`src/rtl/lfm_pulse_scheduler.sv`:
```
// CPI sequencer for the IF LFM pulse generator: drives the waveform ROM address, the
// transmit gate (aligned to the ROM's registered q), the PRT sync strobe and the receive window.
module lfm_pulse_scheduler #(
    parameter int CW = 14,
    parameter int AW = 10,
    parameter int NW = 8
) (
    input  logic          clk,
    input  logic          rst,
    input  logic          start,
    input  logic          abort,
    input  logic [CW-1:0] pri_len,
    input  logic [AW:0]   pulse_len,
    input  logic [CW-1:0] rx_start,
    input  logic [CW-1:0] rx_len,
    input  logic [NW-1:0] n_pulses,
    output logic          busy,
    output logic          cfg_err,
    output logic [AW-1:0] rom_addr,
    output logic          tx_en,
    output logic          prt_sync,
    output logic          rx_gate,
    output logic [NW-1:0] pulse_idx,
    output logic          cpi_done
);

    // Common width for comparing the CW-bit counter against the (AW+1)-bit pulse length.
    localparam int XW = ((CW > AW + 1) ? CW : AW + 1) + 1;

    typedef enum logic [1:0] {
        IDLE = 2'd0,
        RUN  = 2'd1,
        DONE = 2'd2
    } state_t;

    state_t        state_q, state_d;
    logic [CW-1:0] cnt_q, cnt_d;
    logic [NW-1:0] idx_q, idx_d;
    logic          tx_en_q, tx_en_d;
    logic          cfg_err_q, cfg_err_d;

    logic [CW-1:0] pri_len_q, pri_len_d;
    logic [AW:0]   pulse_len_q, pulse_len_d;
    logic [CW-1:0] rx_start_q, rx_start_d;
    logic [CW-1:0] rx_len_q, rx_len_d;
    logic [NW-1:0] n_pulses_q, n_pulses_d;

    logic          cfg_ok;
    logic          in_pulse;
    logic          rx_hit;
    logic [CW:0]   rx_off;
    logic          in_run;

    always_comb begin
        cfg_ok = (n_pulses != '0)
              && (pulse_len != '0)
              && (XW'(pulse_len) <= (XW'(1) << AW))
              && (XW'(pri_len) > XW'(pulse_len));
    end

    // Window test in CW+1 bits; the cnt>=rx_start term keeps the subtraction from wrapping.
    always_comb begin
        in_pulse = XW'(cnt_q) < XW'(pulse_len_q);
        rx_off   = {1'b0, cnt_q} - {1'b0, rx_start_q};
        rx_hit   = (cnt_q >= rx_start_q) && (rx_off < {1'b0, rx_len_q});
        in_run   = (state_q == RUN);
    end

    always_comb begin
        state_d     = state_q;
        cnt_d       = cnt_q;
        idx_d       = idx_q;
        cfg_err_d   = 1'b0;
        pri_len_d   = pri_len_q;
        pulse_len_d = pulse_len_q;
        rx_start_d  = rx_start_q;
        rx_len_d    = rx_len_q;
        n_pulses_d  = n_pulses_q;

        case (state_q)
            IDLE: begin
                cnt_d = '0;
                idx_d = '0;
                if (start) begin
                    if (cfg_ok) begin
                        pri_len_d   = pri_len;
                        pulse_len_d = pulse_len;
                        rx_start_d  = rx_start;
                        rx_len_d    = rx_len;
                        n_pulses_d  = n_pulses;
                        state_d     = RUN;
                    end else begin
                        cfg_err_d = 1'b1;
                    end
                end
            end
            RUN: begin
                if (cnt_q == pri_len_q - CW'(1)) begin
                    cnt_d = '0;
                    if (idx_q == n_pulses_q - NW'(1)) begin
                        state_d = DONE;
                    end else begin
                        idx_d = idx_q + NW'(1);
                    end
                end else begin
                    cnt_d = cnt_q + CW'(1);
                end
            end
            DONE: begin
                state_d = IDLE;
                cnt_d   = '0;
                idx_d   = '0;
            end
            default: begin
                state_d = IDLE;
                cnt_d   = '0;
                idx_d   = '0;
            end
        endcase

        if (abort && (state_q != IDLE)) begin
            state_d = IDLE;
            cnt_d   = '0;
            idx_d   = '0;
        end

        // Masking with the next state lets an abort drop tx_en on the very next cycle.
        tx_en_d = in_run && (state_d == RUN) && in_pulse;
    end

    always_ff @(posedge clk) begin
        if (!rst) begin
            state_q   <= IDLE;
            cnt_q     <= '0;
            idx_q     <= '0;
            tx_en_q   <= 1'b0;
            cfg_err_q <= 1'b0;
        end else begin
            state_q   <= state_d;
            cnt_q     <= cnt_d;
            idx_q     <= idx_d;
            tx_en_q   <= tx_en_d;
            cfg_err_q <= cfg_err_d;
        end
    end

    // Latched configuration is only consumed in RUN, so it needs no reset.
    always_ff @(posedge clk) begin
        pri_len_q   <= pri_len_d;
        pulse_len_q <= pulse_len_d;
        rx_start_q  <= rx_start_d;
        rx_len_q    <= rx_len_d;
        n_pulses_q  <= n_pulses_d;
    end

    always_comb begin
        busy      = (state_q != IDLE);
        cfg_err   = cfg_err_q;
        rom_addr  = (in_run && in_pulse) ? cnt_q[AW-1:0] : '0;
        tx_en     = tx_en_q;
        prt_sync  = in_run && (cnt_q == '0);
        rx_gate   = in_run && rx_hit;
        pulse_idx = in_run ? idx_q : '0;
        cpi_done  = (state_q == DONE);
    end

endmodule

```
`config.mk`:
```
export PLATFORM = sky130hd
export DESIGN_NAME = lfm_pulse_scheduler
export DESIGN_NICKNAME = d
export VERILOG_FILES = /design/src/rtl/lfm_pulse_scheduler.sv
export SDC_FILE = /design/constraint.sdc
export NUM_CORES = 1
export LEC_CHECK = 0
export BUFFER_PORTS_ARGS = -buffer_cell sky130_fd_sc_hd__buf_2
export CORE_ASPECT_RATIO = 0.8
export CORE_UTILIZATION = 44
export DETAILED_ROUTE_END_ITERATION = 10
export PLACE_DENSITY = 0.7
export SLEW_MARGIN = 10
export SYNTH_ARGS = -nofsm -noshare
export SYNTH_HDL_FRONTEND = slang
export SYNTH_SLANG_ARGS = --single-unit
```
`constraint.sdc`:
```
create_clock -name clk -period 12.1 [get_ports clk]
set_input_delay 1.815 -clock clk [delete_from_list [all_inputs] [get_ports clk]]
set_output_delay 1.815 -clock clk [all_outputs]
set_load 0.01 [all_outputs]
```
==> out/summary.txt <==
Pleak = 2.84 nW
Horiz. Die Dim = 127 um
Total global-route track usage = 0.205
Clock Skews = 0.00733 ns
Vias per cell = 5.26
Total clock buffers created by CTS = 9
Effective utilization at floorplan = 0.452
Final Hold Fails = 0
Most instantiated library cell after synthesis = edfxtp_1
Count of hold buffers inserted by post-cts repair = 0
Post-layout min period = 5.90 ns
Routed Antenna Nets = 0
Net count of the mapped netlist = 677
Average instance area after synthesis = 9.89 um2
Number of cells traversed by the worst register-to-register path = 10
Synth area leader = edfxtp_1
Nature of the critical path startpoint = register
Largest cells by area after synthesis = edfxtp_1, ha_1, dfxtp_1, xnor2_1, inv_1
Proportion of layout cells with a drive suffix above 1 = 0.172
Fmax achieved = 0.169 GHz
Diodes inserted = 0
Most frequently used flop master after synthesis = edfxtp_1
Post-synthesis cell count = 558
Number of warnings printed during yosys synthesis = 0
Post-route insts no fill = 816
FF-to-FF setup slack = 8.70 ns
Number of antenna violations at the first check in global routing = 0
Clk buf depth = 2
Post-synthesis register bit count = 87
Vias post-DR = 4294
Kind of capture point of the worst setup path = primary output
Hold slack final = 0.549 ns
Count of unique library cells instantiated by Yosys = 59
Minimum setup slack after placement = 6.63 ns
Worst relative slew slack = 0.467
GRT Residual Overflow = 0
TNS Setup = 0 ns
Largest net degree at the start of global routing = 62
Die footprint = 13000 um2
Post-route setup slack = 6.20 ns
Count of flip-flops with a built-in enable after synthesis = 61
Post-CTS sizing = 0
HPWL reported at the end of detailed placement = 9.53 mm
CTS tree = yes
Number of failing setup endpoints in the final timing report = 0
Pin slew with the least headroom to its limit = 0.799 ns
Number of pins with negative max-slew slack in the final report = 0
CTS clk-pin slew, worst paths = 0.06 ns
Worst ir drop on vdd = 0.0000599 V
Vertical extent of the die = 102 um
Ranking of synthesized cells by instance count = edfxtp_1, inv_1, ha_1, nor2_1, xnor2_1
Syn-to-layout area delta = 16.3%
Clock sink total = 87
I/O Pins = 89
DRC violation count after routing = 0
Unrepaired setup endpoints after global routing = false
Count of TritonRoute iterations in the first routing pass = 5
Total wire length after detailed routing = 12.4 mm
Std-Cell Rows = 36
Post-CTS setup buffer count = 0
Routed wire per std cell = 15.1 um
Fraction of the yosys area taken by sequential cells = 0.426
I/O Buffers = 88
Max cap viols = 0
DRC violation total after the first TritonRoute iteration = 282
Area inside the core boundary = 12200 um2
WP data required = 10.28 ns
FILL cells = 1076
Worst hold-check path type = reg2reg
Cell count of the worst hold path = 2
Number of H-tree levels = 3
Arrival time at the worst endpoint = 4.09 ns
Number of global-route vias before repair = 4205
Cell at the root of the clock tree = clkbuf_16
Portion of synthesized cell area occupied by the leading cell type = 0.332
Run status = completed
Number of instances in the placed design = 800
Gp weighted congestion = 0.854
Share of the cycle needed by the critical path after routing = 0.488
Clock latency on the worst-skew pair = 0.35 ns
Critical path peak fanout = 8
P per Cell Area = 109 nW/um2
Critical path class = reg2out
Global-route wire length before repair = 20.5 mm
Final core utilization = 0.526
Async set-or-reset flop fraction in the synthesized netlist = 0
Area of the mapped netlist = 5520 um2
Total number of nets in the final design = 759
-- worst max-delay path: stages (launching register included) --
cell	delay [ns]
dfxtp_1	0.38
inv_1	0.11
ha_1	0.17
inv_1	0.05
fa_1	0.41
a21oi_1	0.16
nor2b_1	0.08
o31a_1	0.27
nor3_1	0.15
o31a_1	0.24
o21bai_1	0.09
a21oi_1	0.19
xnor2_1	0.14
ha_1	0.28
a21oi_1	0.12
a21boi_0	0.09
nor3_1	0.19
o21ai_0	0.11
a311oi_1	0.31
buf_2	0.19
-- state kept, by name, summed over array words and instances (netlist names) --
register,cells
pulse_len_q,11
cnt_q,14
state_q,2
rx_len_q,14
tx_en,1
n_pulses_q,8
cfg_err,1
pri_len_q,14
rx_start_q,14
idx_q,8
-- kinds of logic after synthesis --
group                      synth area share
adders and majority gates             0.124
xor gates and xnor gates             0.0762
muxes                                0.0127
and+or+nand+nor                       0.196
DFF                                   0.426
buffers and inverters                0.0569
AOI/OAI and AO/OA                     0.108
-- power by group --
part           switching [mW]  total [mW]  internal [mW]
logic                  0.0372      0.0659         0.0287
clock network           0.113       0.293          0.180
registers             0.00634       0.338          0.332
-- stage by stage --
stage	total power, mW	area (um2)
global placement	0.407	6110
finish	0.697	6420
global route	0.726	6420
floorplan	0.384	5520
CTS	0.704	6420
detailed placement	0.410	6110
-- layout make-up --
class | instances | area [um2] | area share
Clock inverter | 6 | 85.1 | 0.0133
Inverter | 60 | 225 | 0.0351
Timing Repair Buffer | 90 | 455 | 0.0709
Sequential cell | 87 | 2350 | 0.366
Clock buffer | 10 | 229 | 0.0357
Tap cell | 171 | 214 | 0.0333
Multi-Input combinational cell | 392 | 2860 | 0.445
-- cells in the final DEF (no fill, tap or decap), types with 8 or more instances in the layout --
cell,Yosys,routed
a21o_1,8,8
a21oi_1,20,20
and2_1,9,9
and3_1,17,17
buf_2,2,88
clkbuf_16,0,9
dfxtp_1,26,26
edfxtp_1,61,61
ha_1,53,53
inv_1,60,60
nand2_1,25,25
nand2b_1,9,9
nand3_1,18,18
nand4_1,14,14
nor2_1,46,45
nor3_1,12,12
nor4_1,8,8
o21ai_0,19,19
xnor2_1,32,32
xor2_1,16,16
-- layer usage --
layer | GRT usage | wire length (um)
met3 | 0.0482 | 557
met4 | 0.0714 | 195
met1 | 0.264 | 5930
met5 | 0 | 0
met2 | 0.342 | 5680
-- worst paths after layout --
path	start	endpoint
worst min-delay path	idx_q[7]	idx_q[7]
worst min register to register	idx_q[7]	idx_q[7]
worst max-delay path	cnt_q[0]	rx_gate
worst max register to register	pri_len_q[0]	idx_q[7]
(Power assumes the default switching activity.)
